==> config.mk <==
export PLATFORM = sky130hd
export DESIGN_NAME = data_mem_ctrl
export DESIGN_NICKNAME = d
export VERILOG_FILES = /design/src/rtl/data_mem_ctrl_pkg.sv /design/src/rtl/data_mem_ctrl_wbuf_fifo.sv /design/src/rtl/data_mem_ctrl.sv
export SDC_FILE = /design/constraint.sdc
export NUM_CORES = 1
export LEC_CHECK = 0
export BUFFER_PORTS_ARGS = -buffer_cell sky130_fd_sc_hd__buf_2
export CAP_MARGIN = 30
export CORE_MARGIN = 2
export CORE_UTILIZATION = 50
export CTS_BUF_LIST = sky130_fd_sc_hd__clkbuf_8
export CTS_CLUSTER_DIAMETER = 120
export DETAILED_ROUTE_END_ITERATION = 7
export MAX_ROUTING_LAYER = met4
export PLACE_DENSITY_LB_ADDON = 0.15
export SYNTH_ARGS = -nofsm -noshare
export SYNTH_HDL_FRONTEND = slang
export SYNTH_SLANG_ARGS = --single-unit
==> constraint.sdc <==
create_clock -name clk_i -period 2.3 [get_ports clk_i]
set_clock_uncertainty 0.1 [all_clocks]
set_input_delay 0.115 -clock clk_i [delete_from_list [all_inputs] [get_ports clk_i]]
set_output_delay 0.115 -clock clk_i [all_outputs]
set_load 0.02 [all_outputs]
==> src/rtl/data_mem_ctrl_pkg.sv <==
// data_mem_ctrl_pkg: shared types for the data memory controller and its write buffer.
// The entry fields are sized by MC_ADDR_WIDTH/MC_DATA_WIDTH; the controller's width
// parameters default to these and must be kept equal to them.
package data_mem_ctrl_pkg;

    localparam int MC_ADDR_WIDTH = 8;
    localparam int MC_DATA_WIDTH = 16;

    // Wide enough for WAIT_STATES up to 7.
    localparam int WAIT_CNT_W = 3;

    typedef enum logic [1:0] {
        IDLE = 2'd0,
        RD   = 2'd1,
        WR   = 2'd2
    } mctrl_state_e;

    typedef struct packed {
        logic [MC_ADDR_WIDTH-1:0] addr;
        logic [MC_DATA_WIDTH-1:0] data;
    } wbuf_entry_t;

endpackage

==> src/rtl/data_mem_ctrl_wbuf_fifo.sv <==
// wbuf_fifo: posted-write buffer for data_mem_ctrl.
// Ring buffer with a count register; full/empty come from the count.
// With DATA_MEM_CTRL_FWD_EN defined it also offers a youngest-match address lookup.
module wbuf_fifo
    import data_mem_ctrl_pkg::*;
#(
    parameter int DEPTH = 4
) (
    input  logic        clk,
    input  logic        rst_n,
    input  logic        push,
    input  wbuf_entry_t push_entry,
    input  logic        pop,
    output wbuf_entry_t head,
    output logic        full,
    output logic        empty
`ifdef DATA_MEM_CTRL_FWD_EN
    ,
    input  logic [MC_ADDR_WIDTH-1:0] lookup_addr,
    output logic                     hit,
    output logic [MC_DATA_WIDTH-1:0] hit_data
`endif
);

    localparam int PTR_W = $clog2(DEPTH);
    localparam int CNT_W = PTR_W + 1;

    wbuf_entry_t      mem [DEPTH];
    logic [PTR_W-1:0] wr_ptr;
    logic [PTR_W-1:0] rd_ptr;
    logic [CNT_W-1:0] count;
    logic             do_push;
    logic             do_pop;

    assign full    = (count == CNT_W'(DEPTH));
    assign empty   = (count == '0);
    assign do_push = push & ~full;
    assign do_pop  = pop & ~empty;
    assign head    = mem[rd_ptr];

    // Entry storage is written at the tail; it needs no reset because count qualifies it.
    always_ff @(posedge clk) begin
        if (do_push) begin
            mem[wr_ptr] <= push_entry;
        end
    end

    // Pointers wrap naturally (power-of-two depth); a simultaneous push and pop leaves count unchanged.
    always_ff @(posedge clk) begin
        if (!rst_n) begin
            wr_ptr <= '0;
            rd_ptr <= '0;
            count  <= '0;
        end else begin
            if (do_push) begin
                wr_ptr <= wr_ptr + PTR_W'(1);
            end
            if (do_pop) begin
                rd_ptr <= rd_ptr + PTR_W'(1);
            end
            case ({do_push, do_pop})
                2'b10:   count <= count + CNT_W'(1);
                2'b01:   count <= count - CNT_W'(1);
                default: count <= count;
            endcase
        end
    end

`ifdef DATA_MEM_CTRL_FWD_EN
    logic [PTR_W-1:0] lookup_idx;

    // Walk from oldest to youngest valid entry so the last match (the youngest) wins.
    always_comb begin
        hit        = 1'b0;
        hit_data   = '0;
        lookup_idx = '0;
        for (int i = 0; i < DEPTH; i++) begin
            lookup_idx = rd_ptr + PTR_W'(i);
            if ((CNT_W'(i) < count) && (mem[lookup_idx].addr == lookup_addr)) begin
                hit      = 1'b1;
                hit_data = mem[lookup_idx].data;
            end
        end
    end
`endif

endmodule

==> src/rtl/data_mem_ctrl.sv <==
// data_mem_ctrl: CPU data-port controller in front of a synchronous single-port SRAM.
// Writes are posted into wbuf_fifo and drained in the background; reads go to SRAM
// with WAIT_STATES extra cycles. Optional macro DATA_MEM_CTRL_FWD_EN enables forwarding
// of read hits from the write buffer; without it, a read that finds the buffer non-empty
// first waits for the buffer to drain completely.
module data_mem_ctrl
    import data_mem_ctrl_pkg::*;
#(
    parameter int ADDR_WIDTH  = MC_ADDR_WIDTH,
    parameter int DATA_WIDTH  = MC_DATA_WIDTH,
    parameter int WAIT_STATES = 1,
    parameter int WBUF_DEPTH  = 4
) (
    input  logic                  clk_i,
    input  logic                  rst_i,
    input  logic                  cpu_re_i,
    input  logic                  cpu_we_i,
    input  logic [ADDR_WIDTH-1:0] cpu_addr_i,
    input  logic [DATA_WIDTH-1:0] cpu_wdata_i,
    output logic [DATA_WIDTH-1:0] cpu_rdata_o,
    output logic                  cpu_rvalid_o,
    output logic                  cpu_busy_o,
    output logic                  cpu_wfull_o,
    output logic                  sram_cs_o,
    output logic                  sram_we_o,
    output logic [ADDR_WIDTH-1:0] sram_addr_o,
    output logic [DATA_WIDTH-1:0] sram_wdata_o,
    input  logic [DATA_WIDTH-1:0] sram_rdata_i
);

    localparam logic [WAIT_CNT_W-1:0] WAIT_LAST = WAIT_CNT_W'(WAIT_STATES);

    mctrl_state_e          state;
    logic [WAIT_CNT_W-1:0] wait_cnt;
    logic                  access_done;
    logic                  we_acc;
    logic                  re_acc;
    logic                  pop;
    logic                  fifo_full;
    logic                  fifo_empty;
    wbuf_entry_t           push_entry;
    wbuf_entry_t           head;

    assign access_done      = (wait_cnt == WAIT_LAST);
    assign we_acc           = cpu_we_i & ~fifo_full & rst_i;
    assign re_acc           = cpu_re_i & ~cpu_busy_o;
    assign pop              = (state == WR) & access_done;
    assign push_entry.addr  = cpu_addr_i;
    assign push_entry.data  = cpu_wdata_i;
    assign cpu_wfull_o      = fifo_full;

`ifdef DATA_MEM_CTRL_FWD_EN
    logic                  buf_hit;
    logic [DATA_WIDTH-1:0] buf_data;
    logic                  fwd_hit;
    logic [DATA_WIDTH-1:0] fwd_data;

    // A write accepted in the same cycle shares the read address and is the youngest entry.
    assign fwd_hit    = we_acc | buf_hit;
    assign fwd_data   = we_acc ? cpu_wdata_i : buf_data;
    assign cpu_busy_o = (state != IDLE) | ~rst_i;
`else
    logic                  rd_pending;
    logic [ADDR_WIDTH-1:0] rd_addr_q;

    // A read parked behind the drain keeps the CPU stalled even while passing through IDLE.
    assign cpu_busy_o = (state != IDLE) | rd_pending | ~rst_i;
`endif

    wbuf_fifo #(
        .DEPTH (WBUF_DEPTH)
    ) u_wbuf (
        .clk         (clk_i),
        .rst_n       (rst_i),
        .push        (we_acc),
        .push_entry  (push_entry),
        .pop         (pop),
        .head        (head),
        .full        (fifo_full),
        .empty       (fifo_empty)
`ifdef DATA_MEM_CTRL_FWD_EN
        ,
        .lookup_addr (cpu_addr_i),
        .hit         (buf_hit),
        .hit_data    (buf_data)
`endif
    );

    // Access FSM: issues registered SRAM cycles, counts wait states and returns read data.
    always_ff @(posedge clk_i) begin
        if (!rst_i) begin
            state        <= IDLE;
            wait_cnt     <= '0;
            sram_cs_o    <= 1'b0;
            sram_we_o    <= 1'b0;
            sram_addr_o  <= '0;
            sram_wdata_o <= '0;
            cpu_rvalid_o <= 1'b0;
            cpu_rdata_o  <= '0;
`ifndef DATA_MEM_CTRL_FWD_EN
            rd_pending   <= 1'b0;
            rd_addr_q    <= '0;
`endif
        end else begin
            cpu_rvalid_o <= 1'b0;
            case (state)
                IDLE: begin
                    wait_cnt <= '0;
`ifdef DATA_MEM_CTRL_FWD_EN
                    if (re_acc && fwd_hit) begin
                        cpu_rvalid_o <= 1'b1;
                        cpu_rdata_o  <= fwd_data;
                    end else if (re_acc) begin
                        state       <= RD;
                        sram_cs_o   <= 1'b1;
                        sram_we_o   <= 1'b0;
                        sram_addr_o <= cpu_addr_i;
                    end else if (!fifo_empty) begin
                        state        <= WR;
                        sram_cs_o    <= 1'b1;
                        sram_we_o    <= 1'b1;
                        sram_addr_o  <= head.addr;
                        sram_wdata_o <= head.data;
                    end
`else
                    if (re_acc) begin
                        if (fifo_empty && !we_acc) begin
                            state       <= RD;
                            sram_cs_o   <= 1'b1;
                            sram_we_o   <= 1'b0;
                            sram_addr_o <= cpu_addr_i;
                        end else begin
                            rd_pending <= 1'b1;
                            rd_addr_q  <= cpu_addr_i;
                            if (!fifo_empty) begin
                                state        <= WR;
                                sram_cs_o    <= 1'b1;
                                sram_we_o    <= 1'b1;
                                sram_addr_o  <= head.addr;
                                sram_wdata_o <= head.data;
                            end
                        end
                    end else if (!fifo_empty) begin
                        state        <= WR;
                        sram_cs_o    <= 1'b1;
                        sram_we_o    <= 1'b1;
                        sram_addr_o  <= head.addr;
                        sram_wdata_o <= head.data;
                    end else if (rd_pending) begin
                        rd_pending  <= 1'b0;
                        state       <= RD;
                        sram_cs_o   <= 1'b1;
                        sram_we_o   <= 1'b0;
                        sram_addr_o <= rd_addr_q;
                    end
`endif
                end
                RD: begin
                    if (access_done) begin
                        state        <= IDLE;
                        sram_cs_o    <= 1'b0;
                        cpu_rvalid_o <= 1'b1;
                        cpu_rdata_o  <= sram_rdata_i;
                    end else begin
                        wait_cnt <= wait_cnt + WAIT_CNT_W'(1);
                    end
                end
                WR: begin
                    if (access_done) begin
                        state     <= IDLE;
                        sram_cs_o <= 1'b0;
                        sram_we_o <= 1'b0;
                    end else begin
                        wait_cnt <= wait_cnt + WAIT_CNT_W'(1);
                    end
                end
                default: begin
                    state     <= IDLE;
                    sram_cs_o <= 1'b0;
                    sram_we_o <= 1'b0;
                end
            endcase
        end
    end

endmodule

---- Word level (Yosys, flattened, before mapping) ----
Memory sizes are Yosys's and may differ from the RTL's. A register that Yosys moved wholly into a read port is not among the register bits.
Cells that the tools add are included.
storage, ports and cells
  bits in registers ....................... 64
  bits in latches ......................... 0
  memory bits (writable) .................. 96
  memory bits (read-only) ................. 0
  bits of input ports ..................... 44
  output and inout port bits .............. 45
  logic and storage cells ................. 103
  memories ................................ 1
memory list
  name        depth  bits a word  read ports  clocked after Yosys merged registers in  write ports  RTL line                       text
  u_wbuf.mem  4      24           1           1                                        1            data_mem_ctrl_wbuf_fifo.sv:28  wbuf_entry_t mem [DEPTH];
operators by class
  add/sub/neg operators ................... 5
  multiply operators ...................... 0
  div/mod/pow operators ................... 0
  $lt $le $gt $ge ......................... 0
  equality and inequality tests ........... 14
  shift operators ......................... 0
  mux-type cells .......................... 38
  bitwise operators ....................... 14
  reductions and logical operators ........ 18
operators by type and width
  cell                 count
  $mux 16              3
  $mux 8               5
  $mux 1               16
  $mux 2               8
  $pmux 3 s2           2
  $reduce_and 3->1     4
  $ne 4x4->1 const B   2
  $reduce_and 2->1     4
  $reduce_bool 2->1    4
  $add 3x1->3 const B  2
  $and 1x1->1          6
  $ne 2x2->1 const B   3
  $ne 3x2->1 const B   2
  $not 1->1            6
  $add 2x1->2 const B  2
  $eq 2x1->1 const B   2
  $eq 2x2->1 const B   2
  $pmux 2 s2           1
  $reduce_and 4->1     1
  $eq 3x1->1 const B   1
  $eq 3x3->1 const B   1
  $logic_not 3->1      1
  $mux 3               1
  $pmux 1 s3           1
  other kinds (8)      9

---- Logic depth before layout (Yosys ltp) ----
Gate-level depths: netlist of the first run.
  depth after elaboration ................. 9
  gate-level depth with buffers ........... 10

---- Cells and area by module ----
From an unflattened synthesis of the first run, not the netlist that was laid out.
second synthesis, totals
  cell total of the unflattened synthesis .. 470
  area, all modules ....................... 6371.1 um^2
modules (own cells, without submodules)
  module         times used  cells each  area an instance (um^2)
  wbuf_fifo      1           180         3983.8
  data_mem_ctrl  1           290         2387.3

---- Worst setup path before layout of the first run ----
No wires, ideal clock.
  path kind ............................... register to register
  start ................................... reg u_wbuf.count[2]
  end ..................................... reg u_wbuf.count[2]
  setup time .............................. 0.071 ns
  arrival ................................. 2.506 ns
  required time ........................... 2.129 ns
  slack ................................... -0.377 ns
  stages on the path, launching flop included .. 10
  path buffers ............................ 0
  clock period less this slack ............ 2.677 ns
  cells stage by stage .................... dfxtp_1 -> nor3b_1 -> nor2_1 -> inv_1 -> ha_1 -> inv_1 -> fa_1 -> xor2_1 -> or3_1 -> a21oi_1
on the way
  cells in the longest elaborated chain, start to end .. 7
RTL lines
  element                                          RTL line                                            text
  start: declaration                               data_mem_ctrl_wbuf_fifo.sv:31                       logic [CNT_W-1:0] count;
  start signal: assignment                         data_mem_ctrl_wbuf_fifo.sv:62                       2'b10: count <= count + CNT_W'(1);
  start signal: assignment                         data_mem_ctrl_wbuf_fifo.sv:63                       2'b01: count <= count - CNT_W'(1);
  start signal: assignment                         data_mem_ctrl_wbuf_fifo.sv:64                       default: count <= count;
  $eq 3x3->1 *                                     data_mem_ctrl_wbuf_fifo.sv:35                       assign full = (count == CNT_W'(DEPTH));
  via cpu_wfull_o                                  data_mem_ctrl.sv:23                                 output logic cpu_wfull_o,
  $not 1->1 *                                      data_mem_ctrl_wbuf_fifo.sv:37, data_mem_ctrl.sv:45
  $and 1x1->1 (2 in series)                        data_mem_ctrl.sv:45                                 assign we_acc = cpu_we_i & ~fifo_full & rst_i;
  $and 1x1->1 *                                    data_mem_ctrl_wbuf_fifo.sv:37                       assign do_push = push & ~full;
  $eq 2x1->1 or $eq 2x2->1 (tied branches)         data_mem_ctrl_wbuf_fifo.sv:61                       case ({do_push, do_pop})
  $pmux 3 s2 or $reduce_bool 2->1 (tied branches)  --
The timed path passes the listed nets; every way through them passes the cells marked *.
A chain may end at the register's enable or synchronous reset.

---- Worst setup path in the final report of the first run ----
  start ................................... reg wait_cnt[1]
  end ..................................... reg u_wbuf.count[2]
on the way
  cells in the longest elaborated chain, start to end .. 5
RTL lines
  element                                          RTL line                       text
  start: declaration                               data_mem_ctrl.sv:34            logic [WAIT_CNT_W-1:0] wait_cnt;
  start signal: assignment                         data_mem_ctrl.sv:165           wait_cnt <= wait_cnt + WAIT_CNT_W'(1);
  start signal: assignment                         data_mem_ctrl.sv:174           wait_cnt <= wait_cnt + WAIT_CNT_W'(1);
  $eq 3x1->1 *                                     data_mem_ctrl.sv:44            assign access_done = (wait_cnt == WAIT_LAST);
  $and 1x1->1 *                                    data_mem_ctrl.sv:47            assign pop = (state == WR) & access_done;
  $and 1x1->1 *                                    data_mem_ctrl_wbuf_fifo.sv:38  assign do_pop = pop & ~empty;
  via u_wbuf.do_pop                                data_mem_ctrl_wbuf_fifo.sv:33  logic do_pop;
  $eq 2x1->1 or $eq 2x2->1 (tied branches)         data_mem_ctrl_wbuf_fifo.sv:61
  $pmux 3 s2 or $reduce_bool 2->1 (tied branches)  --
Marked as above.

==> key figures, run 1 <==
Setup path
  – Crit path DAT: around 2.5 ns
  – R2r worst-path depth: 10
  – Nature of the critical path endpoint: flip-flop
  – R2r endpoint: u_wbuf.count[2]
  – Crit path launch type: flip-flop
  – Crit path to: u_wbuf.count[2]
  – R2R Path Start: wait_cnt[1]
  – CP startpoint: wait_cnt[1]
  – Internal reg-to-reg setup slack: ~0.096 ns
  – Crit path required time: 2.58 ns
  – Critical path class: reg -> reg
  – CP max FO: 2

Clock network
  – Clock Sink Count: 162
  – H-tree depth: 4
  – CTS Buffer Depth: 2
  – Clock Latency Late Sink: ~0.45 ns
  – CTS Buf Count: 17
  – Clk root buf: clkbuf_8
  – Clk pin slew, worst setup/hold paths: roughly 0.08 ns
  – CTS tree: built

Pwr
  – P_int: 5.06 mW
  – Pwr dens: between 800 and 900 nW/um^2
  – Lkg Pwr: 2.97 nW
  – Maximum VDD drop: approximately 0.63 mV
  – Flop pwr share: 0.494
  – Pwr Total: 6.72 mW
  – Clock power frac: 0.346
  – Sw power: 1.65 mW
  – Sw Share: 0.246
  – Power share of the combinational group: 0.161

Placed design
  – Dpl hpwl: ~8000 um
  – Port Buffers: between 80 and 90
  – Final GP Congestion: a little under 0.8

Drt
  – Number of iterations in the first detailed-routing pass: 4
  – Drt drc: 0
  – Initial DRC Count: approximately 270
  – Antenna Nets Post-Route: 0
  – DR WL/cell: about 17 um
  – Total Routed Length: around 13000 um
  – Vias per Instance: roughly 5
  – Routed via count: 4080

Final layout
  – Final nets: 664
  – Antenna Cells: 0
  – Area grow syn2layout: 26.8%
  – Layout cells sized above 1: 0.294

Synth
  – Top cell type's share of synthesized area: 0.455
  – Dominant cells by area after synthesis: edfxtp_1 46%, dfxtp_1 21%, mux4_2 8.5%, nand2_1 4.2%, a21oi_1 3.6%
  – Mapped Avg Cell Area: about 14 um^2
  – EDFF count, synth: 96
  – Async SR Flop Fraction: 0
  – Register area share after synthesis: 0.664
  – Mapped Area: 6330 um^2
  – Post-synth top area cell: edfxtp_1
  – YS warnings: 0
  – Unique masters post-synth: 45
  – Syn nets: a little over 500
  – Top FF cell, synth: edfxtp_1
  – Count of state elements after synthesis: between 150 and 200
  – Synthesized instance count: between 400 and 500

Worst hold path
  – Min-delay worst type: in -> reg
  – WHS Path Cells: 4

Floorplan
  – Io pins: between 80 and 90
  – Die height: 117 um
  – Effective utilization at floorplan: 0.508
  – Full die area: between 10000 and 15000 um^2
  – Row cnt: between 40 and 50
  – Core Footprint: roughly 12000 um^2
  – Die Width: ~120 um

STA
  – Final worst-path cycle share: 0.958
  – Max Slew Vio Count: 0
  – Final min period: 2.20 ns
  – Worst-Margin Slew: between 0.7 and 0.8 ns
  – Final Hold Viols: 0
  – Setup TNS: 0 ns
  – Slew HR: 0.530
  – Setup Viol. Count Final: 0
  – Achievable Freq: between 0.4 and 0.5 GHz

Status
  – Run status: finished, final reports clean

GRT
  – Initial antenna violation count: 0
  – Number of global-route vias before repair: between 3k and 4k
  – Total congestion overflow: 0
  – Gr usage total: 0.208
  – Largest net degree at the start of global routing: 35
  – First-pass GRT wire length: slightly above 20000 um

Run
  – Maxcap violations: 0
[cell usage after synthesis, drive strengths merged (7+ instances only)]
cell,count
edfxtp,96
nand2,70
dfxtp,66
a21oi,48
mux4,24
nor2,24
inv,18
mux2i,16
clkbuf,14
buf,12
ha,10
and2,9
o22ai,8
o2bb2ai,7
[through the flow]
stage | setup slack [ns] | utilization | hold WS [ns] | cells | instance area (um^2)
after floorplan | 0.0169 | - | 0.114 | 462 | 6360
after detailed placement | -0.0497 | 0.571 | 0.234 | 719 | 7120
final | 0.0959 | 0.644 | 0.0451 | 794 | 8030
after global routing | -0.00416 | 0.644 | 0.0358 | 794 | 8030
after global placement | 0.0416 | 0.571 | 0.225 | 719 | 7120
after CTS | 0.0213 | 0.641 | 0.0161 | 792 | 8000
[power by group through the flow]
| stage | clock, mW | sequential (mW) | combinational (mW) |
|---|---|---|---|
| after detailed placement | 0 | 3.37 | 1.01 |
| final | 2.32 | 3.32 | 1.08 |
| after global routing | 2.49 | 3.33 | 1.19 |
| after CTS | 2.38 | 3.31 | 1.08 |
| after global placement | 0 | 3.36 | 0.996 |
| after floorplan | 0 | 3.46 | 0.572 |
[cell families (layout without fill, tap and decap cells)]
kind of cell    after synthesis  after routing  share of synthesized area
fa+ha+maj                    11             11                     0.0229
buf+inv                      44            204                     0.0296
mux                          40             40                      0.111
compound gates               77             77                     0.0777
simple gates                123            123                     0.0880
xor+xnor                      5              5                    0.00692
flops                       162            162                      0.664
[worst max-delay path, stage by stage, from the launching register on]
cell	delay, ns
dfxtp_2	0.33
inv_2	0.07
ha_4	0.13
nor2b_4	0.13
and3_4	0.21
ha_4	0.14
inv_1	0.06
fa_2	0.38
xor2_1	0.15
or3_1	0.30
a21oi_1	0.14
[timing repair]
| item | in CTS | in global routing |
|---|---|---|
| pin swaps | 1 | 2 |
| endpoints found under the hold margin | 121 | 0 |
| hold buffers | 41 | 0 |
| resized for setup | 5 | 5 |
| setup endpoints to repair | 1 | 1 |
| buffers inserted | 0 | 2 |
[placed cells by master, fill, tap and decap left out, types with 6 or more instances in the layout]
cell type       n
dlygate4sd3_1  41
bufinv_16       6
mux2i_1        16
dfxtp_1        61
inv_1          24
nand2_1        70
a21oi_1        46
o2bb2ai_1       7
clkbuf_8       17
edfxtp_1       96
buf_2          88
buf_4          21
ha_1            7
nor2_1         23
o22ai_1         8
and2_1          8
mux4_2         24
[flip-flops by register name, indices dropped and copies added (netlist names), named ones only]
| signal | cells |
|---|---|
| cpu_rdata_o | 16 |
| cpu_rvalid_o | 1 |
| rd_addr_q | 8 |
| rd_pending | 1 |
| sram_addr_o | 8 |
| sram_cs_o | 1 |
| sram_wdata_o | 16 |
| sram_we_o | 1 |
| state | 2 |
| u_wbuf.count | 3 |
| u_wbuf.mem | 96 |
| u_wbuf.rd_ptr | 2 |
| u_wbuf.wr_ptr | 2 |
| wait_cnt | 3 |
[worst min path at each step]
stage	from	to	slack, ns
6_report	cpu_we_i	rd_pending	0.05
5_1_grt	rst_i	sram_cs_o	0.04
4_1_cts	cpu_we_i	rd_pending	0.02
3_5_place_dp	cpu_wdata_i[6]	u_wbuf.mem[3][6]	0.23
3_3_place_gp	cpu_wdata_i[9]	u_wbuf.mem[3][9]	0.22
2_1_floorplan	cpu_wdata_i[0]	u_wbuf.mem[0][0]	0.11
[layout make-up]
| class | instances | area, um^2 |
|---|---|---|
| clock buffer | 17 | 234 |
| clock inverter | 15 | 215 |
| fill | 920 | 4440 |
| inverter | 18 | 67.6 |
| multi-input combinational | 256 | 1990 |
| sequential | 162 | 4210 |
| tap | 172 | 215 |
| timing repair buffer | 154 | 1090 |
[metal layers]
| metal | vias to the layer above | wire length (um) | track usage |
|---|---|---|---|
| met2 | 116 | 6460 | 0.336 |
| li1 | 1977 | - | - |
| met5 | - | 0 | - |
| met4 | 0 | 266 | 0.0786 |
| met3 | 22 | 600 | 0.0457 |
| met1 | 1965 | 5840 | 0.259 |
Note: power is estimated with default switching activity, not from simulation.
==> run 2, diff against run 1 <==
- PLACE_DENSITY: unset -> 0.74
- PLACE_DENSITY_LB_ADDON: 0.15 -> unset
- SLEW_MARGIN: unset -> 20
==> run 2 against run 1 <==
Via count increased by 0.86%. Clock power is 6% higher. Total power up 2.3%. Non-clock buffer count is 1 higher. Critical endpoint unchanged. Global-route usage fell by 0.14 points. Flip-flop and latch count unchanged. Routed wire length fell by 1.7%. Combinational power hardly changed. Worst setup slack lost 0.062 ns. Critical path depth shrank 1. Register-to-register slack worse by 0.06 ns. Core utilization grew 0.62 points.
==> key figures, run 2 (same netlist as run 1, synthesis figures left out) <==
Final layout
  – Most frequent cells in the layout: 96 x edfxtp_1, 88 x buf_2, 70 x nand2_1, 61 x dfxtp_1, 45 x a21oi_1
  – Final nets: 665
  – Non-filler cells, final: 795
  – Commonest non-fill, non-tap cell in the layout: edfxtp_1
  – Regs by FF count: u_wbuf.mem x96, cpu_rdata_o x16, sram_wdata_o x16
  – Largest Register: u_wbuf.mem
  – Max reg flops: 96
  – Antenna Cells: 0
  – Layout fillers: between 800 and 900
  – Layout cells sized above 1: 0.307
  – Area grow syn2layout: 28.0%
  – Fin util: 0.650
  – Post-route cell area: a little over 8000 um^2

GRT
  – Total congestion overflow: 0
  – Initial antenna violation count: 0
  – First-pass GRT wire length: approximately 20000 um
  – Number of global-route vias before repair: 3967
  – Gr usage total: 0.207
  – Largest net degree at the start of global routing: 35

Setup path
  – Crit path required time: about 2.6 ns
  – R2r worst-path depth: 9
  – Nature of the critical path endpoint: flip-flop
  – Crit path top cell by count: ha_4
  – Critical path class: reg -> reg
  – Critical-path top delay cell: or3_1
  – R2r endpoint: u_wbuf.count[2]
  – Delay-heaviest family, CP: simple AND/OR/NAND/NOR gates
  – WP depth: 9
  – Crit path to: u_wbuf.count[2]
  – Crit path cell chain: ha_4 > nor2b_4 > and3_4 > ha_4 > inv_2 > fa_2 > xor2_1 > or3_1 > a21oi_2
  – CP max FO: 2
  – Crit path launch type: flip-flop
  – CP startpoint: wait_cnt[0]
  – Crit path DAT: ~2.6 ns
  – R2R Path Start: wait_cnt[0]
  – Slowest stage delay, CP: roughly 0.4 ns
  – Worst path buffer plus inverter count: 1
  – Internal reg-to-reg setup slack: roughly 0.034 ns

Drt
  – Antenna Nets Post-Route: 0
  – Initial DRC Count: about 230
  – Number of iterations in the first detailed-routing pass: 4
  – Total Routed Length: around 13000 um
  – DR WL/cell: around 16 um
  – Drt drc: 0
  – Vias per Instance: around 5.2
  – Routed via count: about 4.1k

Clock network
  – H-tree depth: 4
  – Clock Latency Late Sink: around 0.46 ns
  – CTS Buffer Depth: 2
  – Clk pin slew, worst setup/hold paths: about 0.090 ns
  – Clk root buf: clkbuf_8
  – Clock Sink Count: about 160
  – CTS tree: built
  – CTS Buf Count: 17

Placed design
  – Dpl hpwl: approximately 8000 um
  – Worst Setup Slack post-DPL: -0.113 ns
  – Inst Count DP: 717
  – Final GP Congestion: slightly above 0.8
  – Placed Area: 7130 um^2
  – Port Buffers: 88

Floorplan
  – Core Footprint: roughly 12000 um^2
  – Row cnt: between 40 and 50
  – Effective utilization at floorplan: 0.508
  – Die Width: 117 um
  – Io pins: 89
  – Full die area: between 10000 and 15000 um^2
  – Die height: around 120 um

STA
  – Setup Viol. Count Final: 0
  – Final Hold Viols: 0
  – Setup TNS: 0 ns
  – RSZ-0062 raised after global routing: true
  – Final min period: between 2 and 2.5 ns
  – Hold Slack: 0.300 ns
  – Max Slew Vio Count: 0
  – Setup ws final: approximately 0.034 ns
  – Worst-Margin Slew: about 0.70 ns
  – Final worst-path cycle share: 0.985
  – Slew HR: 0.530
  – Achievable Freq: between 0.4 and 0.5 GHz

Pwr
  – Pwr Total: 6.87 mW
  – Maximum VDD drop: ~0.58 mV
  – Lkg Pwr: slightly below 3 nW
  – Pwr dens: approximately 850 nW/um^2

Status
  – Run status: finished, final reports clean

Run
  – Maxcap violations: 0

Worst hold path
  – Min-delay worst type: in -> reg
run 2: power by group:
group | total, mW | switching, mW | internal (mW)
clock network | 2.46 | 1.06 | 1.40
registers | 3.32 | 0.0874 | 3.23
logic | 1.09 | 0.615 | 0.477
total | 6.87 | 1.76 | 5.11
run 2: worst min-delay path by stage:
stage | start | endpoint | cells after the start | slack [ns]
finish | cpu_wdata_i[4] | u_wbuf.mem[3][4] | 2 | 0.30
CTS | cpu_wdata_i[3] | u_wbuf.mem[2][3] | 2 | 0.27
global placement | cpu_wdata_i[10] | u_wbuf.mem[3][10] | 1 | 0.23
detailed placement | cpu_wdata_i[12] | u_wbuf.mem[0][12] | 1 | 0.23
floorplan | cpu_wdata_i[0] | u_wbuf.mem[0][0] | 0 | 0.11
global route | cpu_wdata_i[4] | u_wbuf.mem[1][4] | 2 | 0.29
run 2: worst reg2reg max path: stages (launching register included):
cell	delay, ns
dfxtp_1	0.38
ha_4	0.15
nor2b_4	0.14
and3_4	0.21
ha_4	0.14
inv_2	0.04
fa_2	0.32
xor2_1	0.17
or3_1	0.40
a21oi_2	0.14
run 2: layout make-up:
type	count	area (um^2)	share of cell area
Sequential cell	162	4210	0.520
Multi-Input combinational cell	256	2000	0.246
Timing Repair Buffer	155	1130	0.139
Clock buffer	20	275	0.0340
Tap cell	172	215	0.0266
Clock inverter	12	213	0.0262
Inverter	18	67.6	0.00834
run 2: per-layer routing:
layer	part of all wire	global-route usage
met4	0.015	0.0746
met1	0.41	0.234
met2	0.53	0.353
met5	0	-
met3	0.053	0.0560
run 2: repair_timing:
action	4_1_cts	5_1_grt
gates resized for setup	5	6
buffers inserted	2	1
hold buffers	43	0
hold endpoints to repair	123	0
pin swaps	2	4
endpoints found under the setup margin	1	1
==> run 3, diff against run 2 <==
- RECOVER_POWER: unset -> 50
==> run 3 against run 2 <==
First-iteration DRC count down 3.4%. Final area down 1.3%. Die area unchanged. Combinational power about the same. Core utilization down 0.82 points. Non-clock buffer count unchanged. Maximum frequency about the same. Total power down 0.46%. Clock power about the same. Routed wire length up 0.46%. Sequential share of layout area up 0.67 points. Critical endpoint unchanged.
==> key figures, run 3 (same netlist as run 1, synthesis figures left out) <==
Status
  – Run status: finished, final reports clean

STA
  – Final Hold Viols: 0
  – Final worst-path cycle share: 0.985
  – Achievable Freq: 0.441 GHz
  – Final min period: between 2 and 2.5 ns
  – Worst-Margin Slew: between 0.7 and 0.8 ns
  – Slew HR: 0.515
  – Setup Viol. Count Final: 0
  – RSZ-0062 raised after global routing: true
  – Max Slew Vio Count: 0

Setup path
  – Crit path required time: about 2.6 ns
  – CP max FO: 2
  – Crit path DAT: around 2.6 ns
  – Crit path launch type: flip-flop
  – Critical path class: reg -> reg
  – Nature of the critical path endpoint: flip-flop

Clock network
  – CTS Buf Count: 17
  – Clk pin slew, worst setup/hold paths: around 0.09 ns
  – CTS tree: built
  – Clock Latency Late Sink: about 0.46 ns
  – CTS Buffer Depth: 2
  – H-tree depth: 4
  – Clk root buf: clkbuf_8
  – Clock Sink Count: approximately 160

Final layout
  – Antenna Cells: 0
  – Layout cells sized above 1: 0.197
  – Area grow syn2layout: 26.4%
  – Area occupied by multi-input gates: between 1500 and 2000 um^2
  – Most frequent cells in the layout: 96 x edfxtp_1, 70 x nand2_1, 68 x clkbuf_1, 61 x dfxtp_1, 45 x a21oi_1
  – Max reg flops: 96
  – Storage cell area: approximately 4200 um^2
  – Commonest non-fill, non-tap cell in the layout: edfxtp_1
  – Non-filler cells, final: 795
  – Post-route cell area: about 8000 um^2
  – Regs by FF count: u_wbuf.mem x96, cpu_rdata_o x16, sram_wdata_o x16
  – Largest Register: u_wbuf.mem
  – Layout fillers: ~930
  – Final nets: 665

Placed design
  – Final GP Congestion: slightly above 0.8
  – Dpl hpwl: ~8000 um
  – Placed Area: a little over 7000 um^2
  – Port Buffers: 88
  – Inst Count DP: just over 700

GRT
  – Largest net degree at the start of global routing: 35
  – Total congestion overflow: 0
  – Gr usage total: 0.207
  – Initial antenna violation count: 0
  – Number of global-route vias before repair: around 4.0k
  – First-pass GRT wire length: around 20000 um

Drt
  – Total Routed Length: between 10000 and 15000 um
  – Initial DRC Count: approximately 230
  – Routed via count: 4157
  – DR WL/cell: approximately 16 um
  – Vias per Instance: approximately 5.2
  – Antenna Nets Post-Route: 0
  – Number of iterations in the first detailed-routing pass: 4
  – Drt drc: 0

Pwr
  – Maximum VDD drop: 0.577 mV
  – Pwr dens: ~850 nW/um^2
  – Lkg Pwr: about 2.7 nW

Floorplan
  – Row cnt: between 40 and 50
  – Full die area: ~14000 um^2
  – Io pins: 89
  – Core Footprint: around 12000 um^2
  – Die Width: about 120 um
  – Effective utilization at floorplan: 0.508
  – Die height: between 100 and 150 um

Worst hold path
  – Min-delay worst type: in -> reg

Run
  – Maxcap violations: 0
[run 3: cell type report]
type | count | share of cell area
multi-input combinational | 256 | 0.249
clock inverter | 12 | 0.0266
inverter | 18 | 0.00844
sequential | 162 | 0.526
timing repair buffer | 155 | 0.128
clock buffer | 20 | 0.0344
tap | 172 | 0.0269
[run 3: what timing repair did]
action / CTS / global route
endpoints found under the hold margin: 123 / 0
gates resized for setup: 5 / 6
setup buffers: 2 / 1
setup endpoints to repair: 1 / 1
hold buffers: 43 / 0
pin swaps: 2 / 4
gates cloned: 0 / 0
[run 3: routing by layer]
metal / vias to the layer above / track usage / wire length [um]
li1: 1987 / - / -
met1: 2038 / 0.234 / 5360
met2: 115 / 0.353 / 6780
met3: 17 / 0.0560 / 678
met4: 0 / 0.0746 / 191
met5: - / - / 0
[run 3: power breakdown]
group	total [mW]	switching, mW	internal [mW]
sequential	3.32	0.0896	3.23
clock	2.46	1.06	1.40
combinational	1.06	0.616	0.440
[run 3: path summary, 6_finish.rpt]
check	from	to	slack (ns)	cells past startpoint
worst max-delay path	wait_cnt[0]	u_wbuf.count[2]	0.03	9
worst min-delay path	cpu_wdata_i[12]	u_wbuf.mem[0][12]	0.34	2
worst min register to register	cpu_rdata_o[14]	cpu_rdata_o[14]	0.36	2
worst max register to register	wait_cnt[0]	u_wbuf.count[2]	0.03	9
[run 3: critical path, stage by stage (launching register included)]
cell and delay [ns]:
dfxtp_1 0.38, ha_4 0.15, nor2b_4 0.13, and3_4 0.21, ha_4 0.14, inv_2 0.04, fa_2 0.32, xor2_1 0.17
or3_1 0.40, a21oi_2 0.14
[run 3: per-stage QoR]
stage          setup TNS [ns]  utilization  power, mW  hold WS, ns  worst slack (ns)
2_1_floorplan               0            -       4.03        0.114            0.0169
3_3_place_gp                0        0.572       4.35        0.226          0.000750
3_5_place_dp           -0.113        0.572       4.39        0.233            -0.113
4_1_cts                     0        0.648       6.91        0.267            0.0161
5_1_grt               -0.0536        0.642       7.11        0.335           -0.0536
6_report                    0        0.642       6.84        0.345            0.0341
